`config.mk`:
```
export PLATFORM = sky130hd
export DESIGN_NAME = spectral_flux_onset_flat
export DESIGN_NICKNAME = d
export VERILOG_FILES = /design/src/rtl/spectral_flux_onset_pkg.sv /design/src/rtl/spectral_flux_onset_if.sv /design/src/rtl/spectral_flux_onset_flux_threshold.sv /design/src/rtl/spectral_flux_onset.sv /design/src/flat_wrapper.sv
export SDC_FILE = /design/constraint.sdc
export NUM_CORES = 2
export LEC_CHECK = 0
export CAP_MARGIN = 15
export CORE_ASPECT_RATIO = 1.5
export CORE_MARGIN = 4
export CORE_UTILIZATION = 68
export CTS_BUF_LIST = sky130_fd_sc_hd__clkbuf_16
export DETAILED_ROUTE_END_ITERATION = 7
export PLACE_DENSITY = 0.94
export SYNTH_ARGS = -nofsm -noshare
export SYNTH_HDL_FRONTEND = slang
export SYNTH_SLANG_ARGS = --single-unit
```
`constraint.sdc`:
```
create_clock -name clk -period 13.3 [get_ports clk]
set_clock_uncertainty 0.15 [all_clocks]
set_input_delay 2.66 -clock clk [delete_from_list [all_inputs] [get_ports clk]]
set_output_delay 2.66 -clock clk [all_outputs]
set_load 0.1 [all_outputs]
```
`src/rtl/spectral_flux_onset_pkg.sv`:
```
// spectral_flux_onset_pkg: shared state type, default sizes and per-band bin edges for the onset detector.
package spectral_flux_onset_pkg;
   typedef enum logic {ACCUM, EMIT} state_t;
   localparam int NUM_BINS_D  = 64;
   localparam int MAG_W_D     = 16;
   localparam int FLUX_W_D    = 24;
   localparam int HIST_D      = 8;
   localparam int THR_SHIFT_D = 2;
   localparam int MIN_FLUX_D  = 16;
   localparam int REFRACT_D   = 4;
   localparam int BIN_AW_D    = $clog2(NUM_BINS_D);
   localparam int HIST_AW_D   = $clog2(HIST_D);
   localparam int LOW_LO  = 1;
   localparam int LOW_HI  = 8;
   localparam int MID_LO  = 9;
   localparam int MID_HI  = 24;
   localparam int HIGH_LO = 25;
   localparam int HIGH_HI = 63;
endpackage

```
`src/rtl/spectral_flux_onset_if.sv`:
```
// spectral_flux_onset_if: magnitude stream in, flux/beat result out.
//  master: upstream side, drives mag_valid/mag_in/mag_last, sees mag_ready and the results.
//  slave:  detector side, accepts samples, drives mag_ready/flux_valid/flux_out/beat_valid.
interface spectral_flux_onset_if
   import spectral_flux_onset_pkg::*;
#(
   parameter int MAG_W  = MAG_W_D,
   parameter int FLUX_W = FLUX_W_D
);
   logic              mag_valid;
   logic [MAG_W-1:0]  mag_in;
   logic              mag_last;
   logic              mag_ready;
   logic              flux_valid;
   logic [FLUX_W-1:0] flux_out;
   logic              beat_valid;
   modport master (output mag_valid, mag_in, mag_last, input mag_ready, flux_valid, flux_out, beat_valid);
   modport slave  (input mag_valid, mag_in, mag_last, output mag_ready, flux_valid, flux_out, beat_valid);
endinterface

```
`src/rtl/spectral_flux_onset_flux_threshold.sv`:
```
// spectral_flux_onset_flux_threshold: adaptive moving-average beat decision over the last HIST frame fluxes.
//  clk, rst  clock, synchronous active-high reset
//  flux_i    flux of the frame being emitted
//  push_i    frame is being emitted this cycle
//  primed_i  frame is a primed one (history/counters only advance on primed frames)
//  beat_o    beat decision for flux_i against the history before this frame
module spectral_flux_onset_flux_threshold
   import spectral_flux_onset_pkg::*;
#(
   parameter int FLUX_W    = FLUX_W_D,
   parameter int HIST      = HIST_D,
   parameter int THR_SHIFT = THR_SHIFT_D,
   parameter int MIN_FLUX  = MIN_FLUX_D,
   parameter int REFRACT   = REFRACT_D
) (
   input  logic              clk,
   input  logic              rst,
   input  logic [FLUX_W-1:0] flux_i,
   input  logic              push_i,
   input  logic              primed_i,
   output logic              beat_o
);
   localparam int HW = $clog2(HIST);
   localparam int SW = FLUX_W + HW;
   localparam int NW = $clog2(HIST + 1);
   localparam int RW = $clog2(REFRACT + 1);
   logic [FLUX_W-1:0] hist_q [HIST];
   logic [SW-1:0]     sum_q;
   logic [NW-1:0]     nfr_q;
   logic [RW-1:0]     refr_q;
   logic [FLUX_W-1:0] mean;
   logic [FLUX_W:0]   thr;
   assign mean   = sum_q[SW-1:HW];
   assign thr    = {1'b0, mean} + {1'b0, mean >> THR_SHIFT};
   assign beat_o = primed_i && flux_i >= FLUX_W'(MIN_FLUX) && {1'b0, flux_i} > thr &&
                   refr_q == '0 && nfr_q == NW'(HIST);
   always_ff @(posedge clk) begin
      if (rst) begin
         for (int i = 0; i < HIST; i++) hist_q[i] <= '0;
         sum_q  <= '0;
         nfr_q  <= '0;
         refr_q <= '0;
      end else if (push_i && primed_i) begin
         hist_q[0] <= flux_i;
         for (int i = 1; i < HIST; i++) hist_q[i] <= hist_q[i-1];
         // history starts zeroed, so subtracting the oldest entry is valid from the first push
         sum_q  <= sum_q + SW'(flux_i) - SW'(hist_q[HIST-1]);
         nfr_q  <= nfr_q == NW'(HIST) ? nfr_q : nfr_q + 1'b1;
         refr_q <= beat_o ? RW'(REFRACT) : (refr_q != '0 ? refr_q - 1'b1 : refr_q);
      end
   end
endmodule

```
`src/rtl/spectral_flux_onset.sv`:
```
// spectral_flux_onset: half-wave-rectified spectral flux over a bin band, one flux per frame, adaptive beat flag.
//  clk, reset  clock, synchronous active-high reset
//  s           slave side of spectral_flux_onset_if: magnitude stream in, flux_valid/flux_out/beat_valid out
module spectral_flux_onset
   import spectral_flux_onset_pkg::*;
#(
   parameter int NUM_BINS  = NUM_BINS_D,
   parameter int MAG_W     = MAG_W_D,
   parameter int FLUX_W    = FLUX_W_D,
   parameter int BAND_LO   = LOW_LO,
   parameter int BAND_HI   = LOW_HI,
   parameter int HIST      = HIST_D,
   parameter int THR_SHIFT = THR_SHIFT_D,
   parameter int MIN_FLUX  = MIN_FLUX_D,
   parameter int REFRACT   = REFRACT_D
) (
   input logic clk,
   input logic reset,
   spectral_flux_onset_if.slave s
);
   localparam int KW = $clog2(NUM_BINS);
   state_t            state_q;
   logic [KW-1:0]     k_q;
   logic [FLUX_W-1:0] acc_q, acc_d, flux_out_q;
   logic              primed_q, flux_valid_q, beat_q;
   logic [MAG_W-1:0]  prev_q [NUM_BINS];
   logic [MAG_W-1:0]  prev_rd, diff;
   logic [FLUX_W:0]   acc_sum;
   logic              take, in_band, beat;
   assign take    = s.mag_valid && state_q == ACCUM;
   assign prev_rd = prev_q[k_q];
   assign diff    = s.mag_in > prev_rd ? s.mag_in - prev_rd : '0;
   assign in_band = k_q >= KW'(BAND_LO) && k_q <= KW'(BAND_HI);
   always_comb begin
      acc_sum = {1'b0, acc_q} + (in_band ? (FLUX_W+1)'(diff) : '0);
      acc_d   = acc_sum[FLUX_W] ? '1 : acc_sum[FLUX_W-1:0];
   end
   // prev RAM is left uncleared on reset; the primed flag masks stale contents
   always_ff @(posedge clk) begin
      if (take && !reset) prev_q[k_q] <= s.mag_in;
   end
   always_ff @(posedge clk) begin
      if (reset) begin
         state_q      <= ACCUM;
         k_q          <= '0;
         acc_q        <= '0;
         primed_q     <= 1'b0;
         flux_out_q   <= '0;
         flux_valid_q <= 1'b0;
         beat_q       <= 1'b0;
      end else begin
         flux_valid_q <= state_q == EMIT;
         beat_q       <= state_q == EMIT && beat;
         if (state_q == EMIT) begin
            flux_out_q <= primed_q ? acc_q : '0;
            primed_q   <= 1'b1;
            acc_q      <= '0;
            state_q    <= ACCUM;
         end else if (take) begin
            acc_q <= acc_d;
            // bin index sticks at the last bin so overlong frames keep overwriting it
            k_q   <= s.mag_last ? '0 : (k_q == KW'(NUM_BINS-1) ? k_q : k_q + 1'b1);
            if (s.mag_last) state_q <= EMIT;
         end
      end
   end
   spectral_flux_onset_flux_threshold #(
      .FLUX_W(FLUX_W), .HIST(HIST), .THR_SHIFT(THR_SHIFT), .MIN_FLUX(MIN_FLUX), .REFRACT(REFRACT)
   ) u_thr (
      .clk(clk), .rst(reset), .flux_i(acc_q), .push_i(state_q == EMIT), .primed_i(primed_q), .beat_o(beat)
   );
   assign s.mag_ready  = state_q == ACCUM;
   assign s.flux_valid = flux_valid_q;
   assign s.flux_out   = flux_out_q;
   assign s.beat_valid = beat_q;
endmodule

```
`src/flat_wrapper.sv`:
```
// flat-port wrapper written by rule: the top's interface ports become plain ports
module spectral_flux_onset_flat import spectral_flux_onset_pkg::*;
#(
   parameter int NUM_BINS  = NUM_BINS_D,
   parameter int MAG_W     = MAG_W_D,
   parameter int FLUX_W    = FLUX_W_D,
   parameter int BAND_LO   = LOW_LO,
   parameter int BAND_HI   = LOW_HI,
   parameter int HIST      = HIST_D,
   parameter int THR_SHIFT = THR_SHIFT_D,
   parameter int MIN_FLUX  = MIN_FLUX_D,
   parameter int REFRACT   = REFRACT_D
)
  (clk, reset, s_mag_valid, s_mag_in, s_mag_last, s_mag_ready, s_flux_valid, s_flux_out, s_beat_valid);
  spectral_flux_onset_if #(.MAG_W(MAG_W), .FLUX_W(FLUX_W)) s_i ();
  input logic clk;
  input logic reset;
  input wire logic [$bits(s_i.mag_valid)-1:0] s_mag_valid;
  input wire logic [$bits(s_i.mag_in)-1:0] s_mag_in;
  input wire logic [$bits(s_i.mag_last)-1:0] s_mag_last;
  output wire logic [$bits(s_i.mag_ready)-1:0] s_mag_ready;
  output wire logic [$bits(s_i.flux_valid)-1:0] s_flux_valid;
  output wire logic [$bits(s_i.flux_out)-1:0] s_flux_out;
  output wire logic [$bits(s_i.beat_valid)-1:0] s_beat_valid;
  assign s_i.mag_valid = s_mag_valid;
  assign s_i.mag_in = s_mag_in;
  assign s_i.mag_last = s_mag_last;
  assign s_mag_ready = s_i.mag_ready;
  assign s_flux_valid = s_i.flux_valid;
  assign s_flux_out = s_i.flux_out;
  assign s_beat_valid = s_i.beat_valid;
  spectral_flux_onset #(.NUM_BINS(NUM_BINS), .MAG_W(MAG_W), .FLUX_W(FLUX_W), .BAND_LO(BAND_LO), .BAND_HI(BAND_HI), .HIST(HIST), .THR_SHIFT(THR_SHIFT), .MIN_FLUX(MIN_FLUX), .REFRACT(REFRACT)) u_core (.clk(clk), .reset(reset), .s(s_i));
endmodule
```
## After elaboration in Yosys (flattened, before gate mapping)

Memories as Yosys holds them, arrays and structs flattened. A register that Yosys moved wholly into a read port is not among the register bits.
Index checks and enable logic that the tools add are counted.

- Register bits: 92
- Bits in latches: 0
- Memory bits (writable): 1216
- Memory bits (read-only): 0
- Input port bits: 20
- Logic and storage cells: 83
- Memories kept: 2

- Add/subtract/negate cells: 8
- Multiply operators: 0
- Divide/modulo/power cells: 0
- $lt $le $gt $ge: 5
- Equality and inequality tests: 3
- Shift-type cells: 0
- Mux-type cells: 26
- Bitwise gates (word level): 11
- Reductions and logical operators: 18

Memories:

| name | words | bits a word | read ports | clocked after Yosys merged registers in | write ports | line | text |
|---|---|---|---|---|---|---|---|
| u_core.prev_q | 64 | 16 | 1 | 1 | 1 | spectral_flux_onset.sv:26 | `logic [MAG_W-1:0] prev_q [NUM_BINS];` |
| u_core.u_thr.hist_q | 8 | 24 | 8 | 0 | 8 | spectral_flux_onset_flux_threshold.sv:27 | `logic [FLUX_W-1:0] hist_q [HIST];` |

Operators by type and width:

| kind | number |
|---|---|
| $mux 24 | 10 |
| $mux 16 | 2 |
| $add 27x24->27 | 1 |
| $sub 27x24->27 | 1 |
| $add 24x22->25 | 1 |
| $add 24x25->25 | 1 |
| $gt 24x25->1 | 1 |
| $ge 24x5->1 const B | 1 |
| $mux 6 | 4 |
| $gt 16x16->1 | 1 |
| $sub 16x16->16 | 1 |
| $logic_and 1x1->1 | 9 |
| $mux 1 | 8 |
| $or 1x1->1 | 8 |
| $add 6x1->6 const B | 1 |
| $eq 6x6->1 const B | 1 |
| $ge 6x1->1 const B | 1 |
| $le 6x4->1 const B | 1 |
| $mux 3 | 2 |
| $add 4x1->4 const B | 1 |
| $eq 4x4->1 const B | 1 |
| $reduce_and 2->1 | 2 |
| $logic_not 3->1 | 1 |
| $not 1->1 | 3 |
| other kinds (8) | 8 |

## Logic depth before layout (Yosys ltp)

- Depth in word-level cells: 7
- Mapped depth: 32
- Depth with buffers taken out: 27

## Modules after synthesis

From an unflattened synthesis, not the netlist that was laid out.

- Cell total of the unflattened synthesis: 3139
- Area, all modules: 55304.3 µm²

Modules (own cells, without submodules):

| module | instances | cells each | area an instance (µm²) |
|---|---|---|---|
| spectral_flux_onset | 1 | 2053 | 43117.6 |
| spectral_flux_onset_flux_threshold | 1 | 1086 | 12186.7 |

## Least setup slack after synthesis

No wires, ideal clock.

- Path type: input to register
- Start point: input port reset
- End point: memory u_core.u_thr.hist_q[0][0] (netlist name), enable pin
- Setup time: 0.545 ns
- Data arrival time: 6.773 ns
- Required time: 12.605 ns
- Slack: 5.832 ns
- Stages: 3
- Buffers on the path: 1
- Path through: clkbuf_1 nor2_1 inv_1

RTL lines:

| item | line | text |
|---|---|---|
| from (decl) | flat_wrapper.sv:17 | `input logic reset;` |
| to (decl) | spectral_flux_onset_flux_threshold.sv:27 |  |

==> results.md <==
* Mapped cell area at approximately 55000 um2
* Htree depth at 3
* Starting Density at between 60% and 70%
* Vias at 31920
* Most Used Layer, Global Route: met2
* Max-slew headroom at 15.73%
* Setup_tns at 0 ns
* Placement Rows at roughly 130
* TritonCTS buffer count at 110
* Vias in the first global route at 31520
* PD cells at around 140 nW/um2
* Drt drc at ~160
* Multi-input logic area at around 15000 um2
* Shortest period the worst path allows at around 10 ns
* Io pins at 47
* Crit path capture type: register
* Cell variety after synth at 65
* CP startpoint kind: register
* CTS tree: done
* Endpoints failing setup at 0
* Slew Limit Fails at 0
* Fmax at around 99 MHz
* Avg Inst Size Synth at approximately 18 um2
* Largest net degree at the start of global routing at 129
* Total GRT Usage at 35.10%
* Status: complete, but fails checks
* Yosys reg bits at 1314
* HP Class: reg -> reg
* Post-synthesis net count at between 3000 and 4000
* Cell family with most CP delay: compound AO/OA/AOI/OAI gates
* # nets final at about 3300
* Root Buffer: clkbuf_16
* Worst-margin pin slew at roughly 1.3 ns
* DP Wirelength at roughly 81000 um
* Critical path arrival at 10.50 ns
* Prevailing post-synth register cell: edfxtp_1
* Post-route ant nets at 0
* Core footprint at about 80000 um2
* Largest stage delay on the critical path at 0.95 ns
* Share of cells above drive strength 1 at about a fifth
* Initial antenna violation count at 20
* Crit share post-route at roughly 76%
* CP Class: reg -> reg
* CP Data Required Time at about 14 ns
* CTS Sinks at roughly 1300
* RSZ-0062 raised after global routing: false
* WP buf/inv at 2
* Initial drt markers at between 5000 and 6000
* GR Util met1 at 42.58%
* GRT met2 Usage at 56.33%
* Core Util, Final at about three quarters
* Layout fillers at slightly below 4000
* Total of max-cap violations at 0
* Setup bufs post-CTS at 0
* Port buffer count at 46
* Synthesis Warnings at 0
* VDD IR max at roughly 150 uV
* Sequential cell area at 38490 um2
* WL final at between 150000 and 200000 um
* Final hold viol count at 0
* Post-CTS Hold Buffers at 0
* First-pass GRT wire length at approximately 210000 um
* Skew-Pair Late Insertion Delay at approximately 0.73 ns
* Most frequent CP cell: a21oi_1
* Post-synthesis sequential area ratio at a little over two thirds
* Die Area at about 85000 um2
* Reg clk slew, reported paths at ~0.070 ns
* Chip height at 354.8 um
* Post-synth EDFFs at roughly 1200
* Post-synth ARST share at 0%
* Failing checks: DRC
* Leakage power total at just over 0.02 uW
* Die Span X at about 240 um
* Most common cell after layout, fill and taps aside: edfxtp_1
* Max stage delay cell, worst path: buf_4
* CP max FO at 52
* DR vias/cell at ~7.5
* Wire per inst at roughly 36 um
* Gr ovfl total at 0
* Cell count after synthesis at around 3000
* Max Root-Sink Buffers at 3
* Post-CTS sizing at 0
* DRT Pass-1 Iters at 8
* Area grow syn2layout at 10.39%
* Most frequent cells in the layout: edfxtp_1 (1216), mux4_2 (336), inv_1 (160)
* Met3 Usage GRT at 9.047%
* Placer Congestion at about 0.94
[kinds of logic after synthesis]
| group | Yosys count | share of synthesized area (%) |
|---|---|---|
| buffers and inverters | 278 | 1.966 |
| and+or+nand+nor | 553 | 5.170 |
| adders and majority gates | 141 | 3.607 |
| xor gates and xnor gates | 72 | 1.157 |
| AOI/OAI and AO/OA | 306 | 3.603 |
| DFF | 1314 | 70.56 |
| muxes | 339 | 13.93 |
[synthesized netlist by cell type (12+ instances only)]
cell type | n | area, um2
mux4_2 | 336 | 7567
nor4_1 | 12 | 75.07
edfxtp_1 | 1216 | 36520
and3_1 | 126 | 788.3
ha_1 | 114 | 1426
o21a_1 | 17 | 127.6
o21ai_0 | 53 | 265.3
xnor2_1 | 33 | 289.0
nor2b_1 | 64 | 400.4
fa_1 | 27 | 540.5
nand4_1 | 15 | 93.84
xor2_1 | 39 | 341.6
nor3_1 | 29 | 145.1
inv_1 | 134 | 503.0
clkbuf_1 | 109 | 409.1
a21oi_1 | 96 | 480.5
nand2_1 | 66 | 247.7
dfxtp_1 | 98 | 1962
buf_2 | 23 | 115.1
a21o_1 | 57 | 427.9
nor2_1 | 173 | 649.4
nand3_1 | 25 | 125.1
nand2b_1 | 12 | 75.07
[flip-flops by register name, summed over array words and instances, names as in the netlist, named ones only]
register	cells
u_core.s.flux_valid	1
u_core.primed_q	1
u_core.prev_q	1024
u_core.s.flux_out	24
u_core.u_thr.sum_q	27
u_core.s.beat_valid	1
u_core.u_thr.nfr_q	4
u_core.state_q	1
u_core.u_thr.hist_q	192
u_core.u_thr.refr_q	3
u_core.k_q	6
u_core.acc_q	24
[worst paths after layout]
check                           slack (ns)                            endpoint  cells after the start                               start
worst max register to register        3.24       u_core.acc_q[10]$_SDFFE_PP0P_                     26                            register
worst min register to register        0.31  u_core.s.flux_out[15]$_SDFFE_PP0P_                      1  u_core.s.flux_out[15]$_SDFFE_PP0P_
worst min-delay path                  0.31  u_core.s.flux_out[15]$_SDFFE_PP0P_                      1  u_core.s.flux_out[15]$_SDFFE_PP0P_
worst max-delay path                  3.24       u_core.acc_q[10]$_SDFFE_PP0P_                     26                            register
[per-stage QoR]
step / hold WS [ns] / setup WS [ns] / std cells / total power [uW] / area (um2)
finish: 0.3136 / 3.240 / 4241 / 8295 / 60190
global route: 0.3251 / 2.935 / 4229 / 8504 / 60160
CTS: 0.3162 / 3.740 / 4206 / 8241 / 59750
detailed placement: 0.2986 / 4.118 / 3999 / 5108 / 56260
global placement: 0.2901 / 4.338 / 3999 / 5077 / 56260
floorplan: 0.3062 / 5.832 / 3003 / 4947 / 54530
[report_power, final]
| group | internal, uW | switching [uW] |
|---|---|---|
| Sequential | 4540 | 30.0 |
| Clock | 1680 | 1550 |
| Combinational | 178 | 314 |
[layout make-up]
type / instances / share of cell area [%]
flip-flops and latches: 1314 / 63.95
clock buffers: 111 / 4.615
clock inverters: 96 / 1.185
inverters: 135 / 0.8502
diodes: 12 / 0.04989
multi-input cells: 1411 / 25.02
repair buffers: 138 / 2.208
well taps: 1024 / 2.129
[routing by layer]
metal	wire length [um]	vias to the layer above
met5	139	-
met4	14440	18
met3	18230	957
met2	74250	3149
met1	47410	15650
li1	-	12150
Power figures use the tool's default switching activity.
